`config.mk`:
```
export PLATFORM = sky130hd
export DESIGN_NAME = data_mem_ctrl
export DESIGN_NICKNAME = d
export VERILOG_FILES = /design/src/rtl/data_mem_ctrl.sv
export SDC_FILE = /design/constraint.sdc
export NUM_CORES = 1
export LEC_CHECK = 0
export CAP_MARGIN = 20
export CORE_ASPECT_RATIO = 0.6
export CORE_UTILIZATION = 36
export CTS_CLUSTER_DIAMETER = 80
export CTS_CLUSTER_SIZE = 40
export DETAILED_ROUTE_END_ITERATION = 6
export MAX_ROUTING_LAYER = met4
export PLACE_DENSITY = 0.92
export SKIP_LAST_GASP = 1
export SYNTH_ARGS = -nofsm -noshare
export SYNTH_HDL_FRONTEND = slang
export SYNTH_SLANG_ARGS = --single-unit
```
`constraint.sdc`:
```
create_clock -name clka -period 2.93 [get_ports clka]
set_input_delay 0.879 -clock clka [delete_from_list [all_inputs] [get_ports clka]]
set_output_delay 0.879 -clock clka [all_outputs]
set_load 0.02 [all_outputs]
```
`src/rtl/data_mem_ctrl.sv`:
```
// Load/store front end for a single-port data BRAM: sizing, alignment checks, lane steering, load extension.
// Latency: store/error response 1 cycle after accept, load response RD_LATENCY+1 cycles after accept.
// Backpressure: one request in flight; req_ready only in IDLE, response held until rsp_ready.
module data_mem_ctrl #(
    parameter int ADDR_WIDTH = 15,
    parameter int RD_LATENCY = 1
) (
    input  logic                  clka,
    input  logic                  rsta,
    input  logic                  req_valid,
    output logic                  req_ready,
    input  logic                  req_we,
    input  logic [1:0]            req_size,
    input  logic                  req_unsigned,
    input  logic [31:0]           req_addr,
    input  logic [31:0]           req_wdata,
    output logic                  rsp_valid,
    input  logic                  rsp_ready,
    output logic [31:0]           rsp_rdata,
    output logic                  rsp_err,
    output logic                  mem_en,
    output logic [3:0]            mem_we,
    output logic [ADDR_WIDTH-1:0] mem_addr,
    output logic [31:0]           mem_wdata,
    output logic                  mem_regce,
    input  logic [31:0]           mem_rdata
);

    typedef enum logic [1:0] {IDLE, READ, RESP} state_t;

    state_t      state;
    logic [1:0]  rd_cnt;
    logic [1:0]  cap_off;
    logic [1:0]  cap_size;
    logic        cap_uns;
    logic        accept;
    logic        size_err;
    logic        align_err;
    logic        range_err;
    logic        acc_err;
    logic [31:0] lane_shift;
    logic [31:0] ld_data;

    assign req_ready = (state == IDLE) && !rsta;
    assign accept    = req_valid && req_ready;

    assign size_err  = (req_size == 2'b11);
    assign align_err = ((req_size == 2'b01) && req_addr[0]) ||
                       ((req_size == 2'b10) && (req_addr[1:0] != 2'b00));
    assign range_err = |(req_addr >> (ADDR_WIDTH + 2));
    assign acc_err   = size_err || align_err || range_err;

    assign mem_addr  = req_addr[ADDR_WIDTH+1:2];
    assign mem_regce = (state == READ) && !rsta;

    always_comb begin
        mem_en    = 1'b0;
        mem_we    = 4'b0000;
        mem_wdata = req_wdata;
        case (req_size)
            2'b00:   mem_wdata = {4{req_wdata[7:0]}};
            2'b01:   mem_wdata = {2{req_wdata[15:0]}};
            default: mem_wdata = req_wdata;
        endcase
        if (accept && !acc_err) begin
            mem_en = 1'b1;
            if (req_we) begin
                case (req_size)
                    2'b00:   mem_we = 4'b0001 << req_addr[1:0];
                    2'b01:   mem_we = req_addr[1] ? 4'b1100 : 4'b0011;
                    default: mem_we = 4'b1111;
                endcase
            end
        end
    end

    // Lane select and extension use the fields captured at accept, not the live request.
    always_comb begin
        lane_shift = mem_rdata >> {cap_off, 3'b000};
        case (cap_size)
            2'b00:   ld_data = {{24{!cap_uns && lane_shift[7]}}, lane_shift[7:0]};
            2'b01:   ld_data = cap_off[1] ? {{16{!cap_uns && mem_rdata[31]}}, mem_rdata[31:16]}
                                          : {{16{!cap_uns && mem_rdata[15]}}, mem_rdata[15:0]};
            default: ld_data = mem_rdata;
        endcase
    end

    always_ff @(posedge clka) begin
        if (rsta) begin
            state     <= IDLE;
            rd_cnt    <= 2'd0;
            cap_off   <= 2'd0;
            cap_size  <= 2'd0;
            cap_uns   <= 1'b0;
            rsp_valid <= 1'b0;
            rsp_rdata <= 32'd0;
            rsp_err   <= 1'b0;
        end else begin
            case (state)
                IDLE: begin
                    if (accept) begin
                        cap_off  <= req_addr[1:0];
                        cap_size <= req_size;
                        cap_uns  <= req_unsigned;
                        rd_cnt   <= 2'(RD_LATENCY - 1);
                        if (acc_err || req_we) begin
                            state     <= RESP;
                            rsp_valid <= 1'b1;
                            rsp_err   <= acc_err;
                            rsp_rdata <= 32'd0;
                        end else begin
                            state <= READ;
                        end
                    end
                end
                READ: begin
                    if (rd_cnt == 2'd0) begin
                        state     <= RESP;
                        rsp_valid <= 1'b1;
                        rsp_err   <= 1'b0;
                        rsp_rdata <= ld_data;
                    end else begin
                        rd_cnt <= rd_cnt - 2'd1;
                    end
                end
                RESP: begin
                    if (rsp_ready) begin
                        state     <= IDLE;
                        rsp_valid <= 1'b0;
                    end
                end
                default: state <= IDLE;
            endcase
        end
    end

endmodule

```
==> Yosys cells after proc, flatten, opt, wreduce, memory -nomap -nowiden <==
Cells that the tools add are included.
{ "word_totals": {"word_cells": 80, "rom_bits": 0, "latch_bits": 0, "reg_bits": 43, "n_memories": 0, "input_bits": 104, "ramBits": 0} }
{ "classes": {"bitwise": 0, "muxes": 29, "n_reduce_logical": 29, "n_shift": 2, "n_div": 0, "eq_ne": 11, "n_addsub": 1, "n_lt_le_gt_ge": 0, "mul": 0} }
{ "ops": {"columns": ["cell", "n"], "rows": [
  ["32-bit one-hot mux with 2 select lines", 3],
  ["32-bit two-way mux", 4],
  ["32-bit by 5-bit right shift with 8-bit output", 1],
  ["15-bit OR reduction", 1],
  ["2-bit two-way mux", 6],
  ["4-bit two-way mux", 3],
  ["1-bit logical AND", 9],
  ["2-bit logical NOT", 4],
  ["1-bit two-way mux", 8],
  ["4-bit one-hot mux with 2 select lines", 1],
  ["2-bit by 1-bit equality test with 1-bit output, second input constant", 3],
  ["2-bit equality test, second input constant", 3],
  ["2-bit inequality test, second input constant", 3],
  ["2-bit one-hot mux with 3 select lines", 1],
  ["3-bit AND reduction", 2],
  ["5-bit AND reduction", 1],
  ["1-bit logical OR", 4],
  ["2-bit by 1-bit inequality test with 1-bit output, second input constant", 2],
  ["2-bit one-hot mux with 2 select lines", 1],
  ["4-bit AND reduction", 1],
  ["2-bit nonzero test", 2],
  ["1-bit by 2-bit left shift with 4-bit output, first input constant", 1],
  ["1-bit logical NOT", 3],
  ["1-bit one-hot mux with 3 select lines", 1],
  ["other kinds (4)", 4]
]} }

==> Depth between registers and ports, before layout <==
{ "depth": {"depth_word": 9, "depth_mapped": 8} }

==> Least setup slack after synthesis <==
Ideal clock, no wire load.
{ "synth_timing": {"path_type": "input to output", "start": "input rsta", "end": "output mem_we[2]", "required_ns": 2.051, "cell_stages": 5, "slack_ns": -0.521, "arrival_time_ns": 2.572, "path_cell_list": "nor3_1 -> nand2_1 -> nor4_1 -> o21ai_0 -> a21oi_1"} }
{ "synth_via": {"elab_chain_len": 5} }
{ "synth_rtl": {"columns": ["element", "line", "text"], "rows": [
  ["start, declared", "9", "input logic rsta,"],
  ["1-bit logical NOT", "44", "assign req_ready = (state == IDLE) && !rsta;"],
  ["1-bit logical AND", "44", null],
  ["1-bit logical AND", "45", "assign accept = req_valid && req_ready;"],
  ["1-bit logical AND", "65", "if (accept && !acc_err) begin"],
  ["4-bit two-way mux", "65", null],
  ["end, declared", "22", "output logic [3:0] mem_we,"]
]} }
Every way passes these cells.

==> Final worst setup path <==
{ "layout_timing": {"start": "input req_addr[18]", "end": "output mem_we[0]"} }
{ "layout_via": {"elab_chain_len": 5} }
{ "layout_rtl": {"columns": ["element", "line", "text"], "rows": [
  ["start, declared", "15", "input logic [31:0] req_addr,"],
  ["15-bit OR reduction", "50", "assign range_err = |(req_addr >> (ADDR_WIDTH + 2));"],
  ["1-bit logical OR", "51", "assign acc_err = size_err || align_err || range_err;"],
  ["1-bit logical NOT", "65", null],
  ["1-bit logical AND", "65", null],
  ["4-bit two-way mux", "65", null]
]} }
Every way passes these cells.

==> impl_metrics.tcl <==
set metrics [dict create \
    status "finished, violations left" \
    failed_checks "negative setup slack" \
    htree_levels 2 \
    synthFlopType "sky130_fd_sc_hd__dfxtp_1" \
    fp.dieArea_sq_um 8160 \
    first_pass_iters 4 \
    pwr_density_cell_nw_per_um2 350 \
    max-clock-path-buffers 2 \
    netlist_instances 325 \
    max_slew_margin_pct 53.6 \
    netlist_top_cells_area "sky130_fd_sc_hd__dfxtp_1 31%, sky130_fd_sc_hd__buf_4 7.0%, sky130_fd_sc_hd__a22o_1 6.9%" \
    initial_core_util_pct 38.0 \
    boundaryPins 192 \
    share_of_the_synthesized_netlist_area_taken_by_xor_and_xnor_gates_pct 0 \
    synth_compound_gate_area_share_pct 28.3 \
    timing.critical_path.from_type "input port" \
    dieWidth_microns 116 \
    core-area_sq_um 7390 \
    synth.net_count 430 \
    cts_tree "built" \
    edff_count_synth 0 \
    highest_clock_frequency_the_design_can_meet_mhz 312 \
    setup-violations-final 4 \
    grt_setup_unrepaired "yes" \
    finalMaxSlewViolations 0 \
    multi_input_comb_area_sq_um 1740 \
    routed_wl_mm 10.5 \
    worstHoldPathType "flip-flop to flip-flop" \
    postLayoutCoreUtil_pct 65.0 \
    vdd_drop_max_mv 0.229 \
    ys_seq_elements 43 \
    drt_antenna_net_count 0 \
    maximum_number_of_pins_on_one_net_before_global_route_repair 31 \
    grt_pass1_vias 3161 \
    leakagePower_nw 1.88 \
    grt_antenna_before_repair 0 \
    cts_sinks 43 \
    tightestPinTransition_ns 0.695 \
    portion_of_the_clock_cycle_consumed_by_the_worst_path_in_the_final_layout_pct 109 \
    clk_transition_reported_paths_ns 0.05 \
    cts-hold-fix-buffers 0 \
    chipHeight_microns 70.4 \
    fill_cell_total_of_the_finished_layout 607 \
    insertedDiodeCount 0 \
    final_net_count 600 \
    synth-simple-area-share_pct 16.2 \
    netlist.area_leader.share_pct 30.7 \
    synth_top_area_cell "sky130_fd_sc_hd__dfxtp_1" \
    count_of_warnings_emitted_by_yosys 0 \
    synthMuxAreaShare_pct 12.5 \
    gpl.final_weighted_congestion 0.869 \
    crit_type "input port to output pin" \
    final_critical_path_setup_slack_ns -0.272 \
    seq_area_sq_um 861 \
    via_per_inst 5.24 \
    grt_first_pass_wirelength_mm 15.9 \
    kind_of_end_point_of_the_critical_path "output pin" \
    numCtsBuffers 5 \
    detail_route.iter0.violations 209 \
    preCtsSetupSlack_ns -1.06 \
    fin_skew_ns 0.00939 \
    hold_violations 0 \
    vias 3143 \
    arrival_ns 2.32 \
    drc 0 \
    ys_async_sr_fraction_pct 0 \
    critical_path_rt_ns 2.05 \
    syn-mean-instance-area_sq_um 8.63 \
    yosysSeqAreaShare_pct 30.7 \
    period_needed_ns 3.20 \
    ctsRootBufferMaster "sky130_fd_sc_hd__clkbuf_16" \
    ys_types 47 \
    place_hpwl_mm 7.89 \
    globalRoute.totalOverflow 0 \
    clock_insertion_delay_worst_skew_ns 0.28 \
    portBuffers 161 \
    wl_per_cell_microns 17.5 \
    largest_family_of_logic_cells_by_synthesized_area "compound AO/OA/AOI/OAI gates" \
    area.growth.synth_to_final_pct 71.4 \
    ratio_of_cells_with_drive_above_1_in_the_final_layout_pct 26.0 \
    cap_violations 0 \
    groute.usage.overall_pct 26.1 \
    placementRows 24 \
    synthesis.area_sq_um 2800 \
    timing.critical_path.fanout_max 2 \
    synth_fa_ha_area_share_pct 0.446 \
]
## area by class of cell
cell class | instances | area share [%]
flip-flops and latches | 43 | 17.9
multi-input cells | 225 | 36.2
repair buffers | 209 | 39.3
inverters | 11 | 0.859
clock buffers | 6 | 2.68
clock inverters | 2 | 0.260
well taps | 104 | 2.71
## worst max-delay path, stage by stage
cell and delay (ns):
sky130_fd_sc_hd__clkdlybuf4s15_1 0.22, sky130_fd_sc_hd__nor4_4 0.17, sky130_fd_sc_hd__o211ai_1 0.22, sky130_fd_sc_hd__nor4_4 0.39
sky130_fd_sc_hd__buf_4 0.18, sky130_fd_sc_hd__o21a_1 0.14, sky130_fd_sc_hd__buf_6 0.12
## Yosys cell counts, types with 2 or more instances
| cell type | instances |
|---|---|
| sky130_fd_sc_hd__mux2i_1 | 16 |
| sky130_fd_sc_hd__nand3_1 | 2 |
| sky130_fd_sc_hd__o31ai_1 | 3 |
| sky130_fd_sc_hd__nor2_1 | 20 |
| sky130_fd_sc_hd__nand2_1 | 23 |
| sky130_fd_sc_hd__o31a_1 | 7 |
| sky130_fd_sc_hd__buf_2 | 4 |
| sky130_fd_sc_hd__o21ai_0 | 23 |
| sky130_fd_sc_hd__buf_4 | 26 |
| sky130_fd_sc_hd__buf_1 | 3 |
| sky130_fd_sc_hd__a22o_1 | 22 |
| sky130_fd_sc_hd__mux2_2 | 17 |
| sky130_fd_sc_hd__a31oi_1 | 3 |
| sky130_fd_sc_hd__dfxtp_1 | 43 |
| sky130_fd_sc_hd__nand3b_1 | 2 |
| sky130_fd_sc_hd__nor2b_1 | 3 |
| sky130_fd_sc_hd__a211oi_1 | 9 |
| sky130_fd_sc_hd__clkbuf_1 | 11 |
| sky130_fd_sc_hd__o221ai_1 | 7 |
| sky130_fd_sc_hd__o21a_1 | 3 |
| sky130_fd_sc_hd__nor4_1 | 4 |
| sky130_fd_sc_hd__nor3_1 | 4 |
| sky130_fd_sc_hd__a2bb2oi_1 | 8 |
| sky130_fd_sc_hd__inv_1 | 10 |
| sky130_fd_sc_hd__nand2b_1 | 20 |
| sky130_fd_sc_hd__a21oi_1 | 10 |
| sky130_fd_sc_hd__buf_6 | 2 |
## through the flow
step,setup TNS (ns),total power [W],cell area [sq um],cells,hold slack [ns]
after floorplan,-0.0146,0.000909,2830,325,0.444
after global placement,-19.95,0.00115,4590,583,0.449
after detailed placement,-23.66,0.00116,4590,583,0.450
after CTS,-1.10,0.00169,4800,597,0.468
after global routing,-1.28,0.00174,4800,600,0.481
final,-0.925,0.00168,4800,600,0.463
## cells by family after synthesis
family	count (synthesis)
AO/OA/AOI/OAI	106
AND/OR/NAND/NOR	85
buffers and inverters	57
flip-flops	43
multiplexers	33
adder cells (fa/ha/maj)	1
## power by group
part | total [W] | internal, W | switching [W]
combinational | 0.000527 | 0.000268 | 0.000259
clock | 0.000546 | 0.000315 | 0.000231
sequential | 0.000611 | 0.000598 | 0.0000129
total | 0.00168 | 0.00118 | 0.000503
## timing repair
item / 4_1_cts / 5_1_grt
pin swaps: 9 / 7
gates resized for setup: 160 / 29
setup buffers: 6 / 3
setup endpoints to repair: 36 / 22
hold endpoints to repair: 0 / 0
## worst paths after layout
path                                                  from                    endpoint  slack [ns]  cells after the start
worst max-delay path                          req_addr[18]                   mem_we[0]       -0.27                      7
worst min-delay path            rsp_rdata[15]$_SDFFE_PP0P_  rsp_rdata[15]$_SDFFE_PP0P_        0.46                      1
worst max register to register       state[0]$_SDFFE_PP0P_   rsp_rdata[1]$_SDFFE_PP0P_        0.78                      7
worst min register to register  rsp_rdata[15]$_SDFFE_PP0P_  rsp_rdata[15]$_SDFFE_PP0P_        0.46                      1
## sequential cells by signal (all words and copies together) (netlist names)
register	cells
state	2
rsp_err	1
rd_cnt	2
rsp_valid	1
rsp_rdata	32
cap_size	2
cap_uns	1
cap_off	2
## placed cells by master (no fill, tap or decap), types with 9 or more instances in the layout
cell type / instances
sky130_fd_sc_hd__a211oi_1: 9
sky130_fd_sc_hd__a22o_1: 22
sky130_fd_sc_hd__buf_2: 14
sky130_fd_sc_hd__buf_4: 46
sky130_fd_sc_hd__buf_6: 10
sky130_fd_sc_hd__clkdlybuf4s50_1: 104
sky130_fd_sc_hd__dfxtp_1: 43
sky130_fd_sc_hd__dlygate4sd2_1: 17
sky130_fd_sc_hd__inv_1: 10
sky130_fd_sc_hd__mux2_2: 17
sky130_fd_sc_hd__mux2i_1: 16
sky130_fd_sc_hd__nand2_1: 22
sky130_fd_sc_hd__nand2b_1: 20
sky130_fd_sc_hd__nor2_1: 17
sky130_fd_sc_hd__o21ai_0: 14
## per-layer routing
| layer | part of all wire, % | global-route usage, % | routed length [microns] | vias to the layer above |
|---|---|---|---|---|
| li1 | - | - | - | 1518 |
| met1 | 42 | 29.4 | 4380 | 1462 |
| met2 | 48 | 45.2 | 5070 | 142 |
| met3 | 8.0 | 7.29 | 839 | 21 |
| met4 | 2.1 | 6.70 | 216 | 0 |
| met5 | 0 | - | 0 | - |
Note: power is estimated with default switching activity, not from simulation.
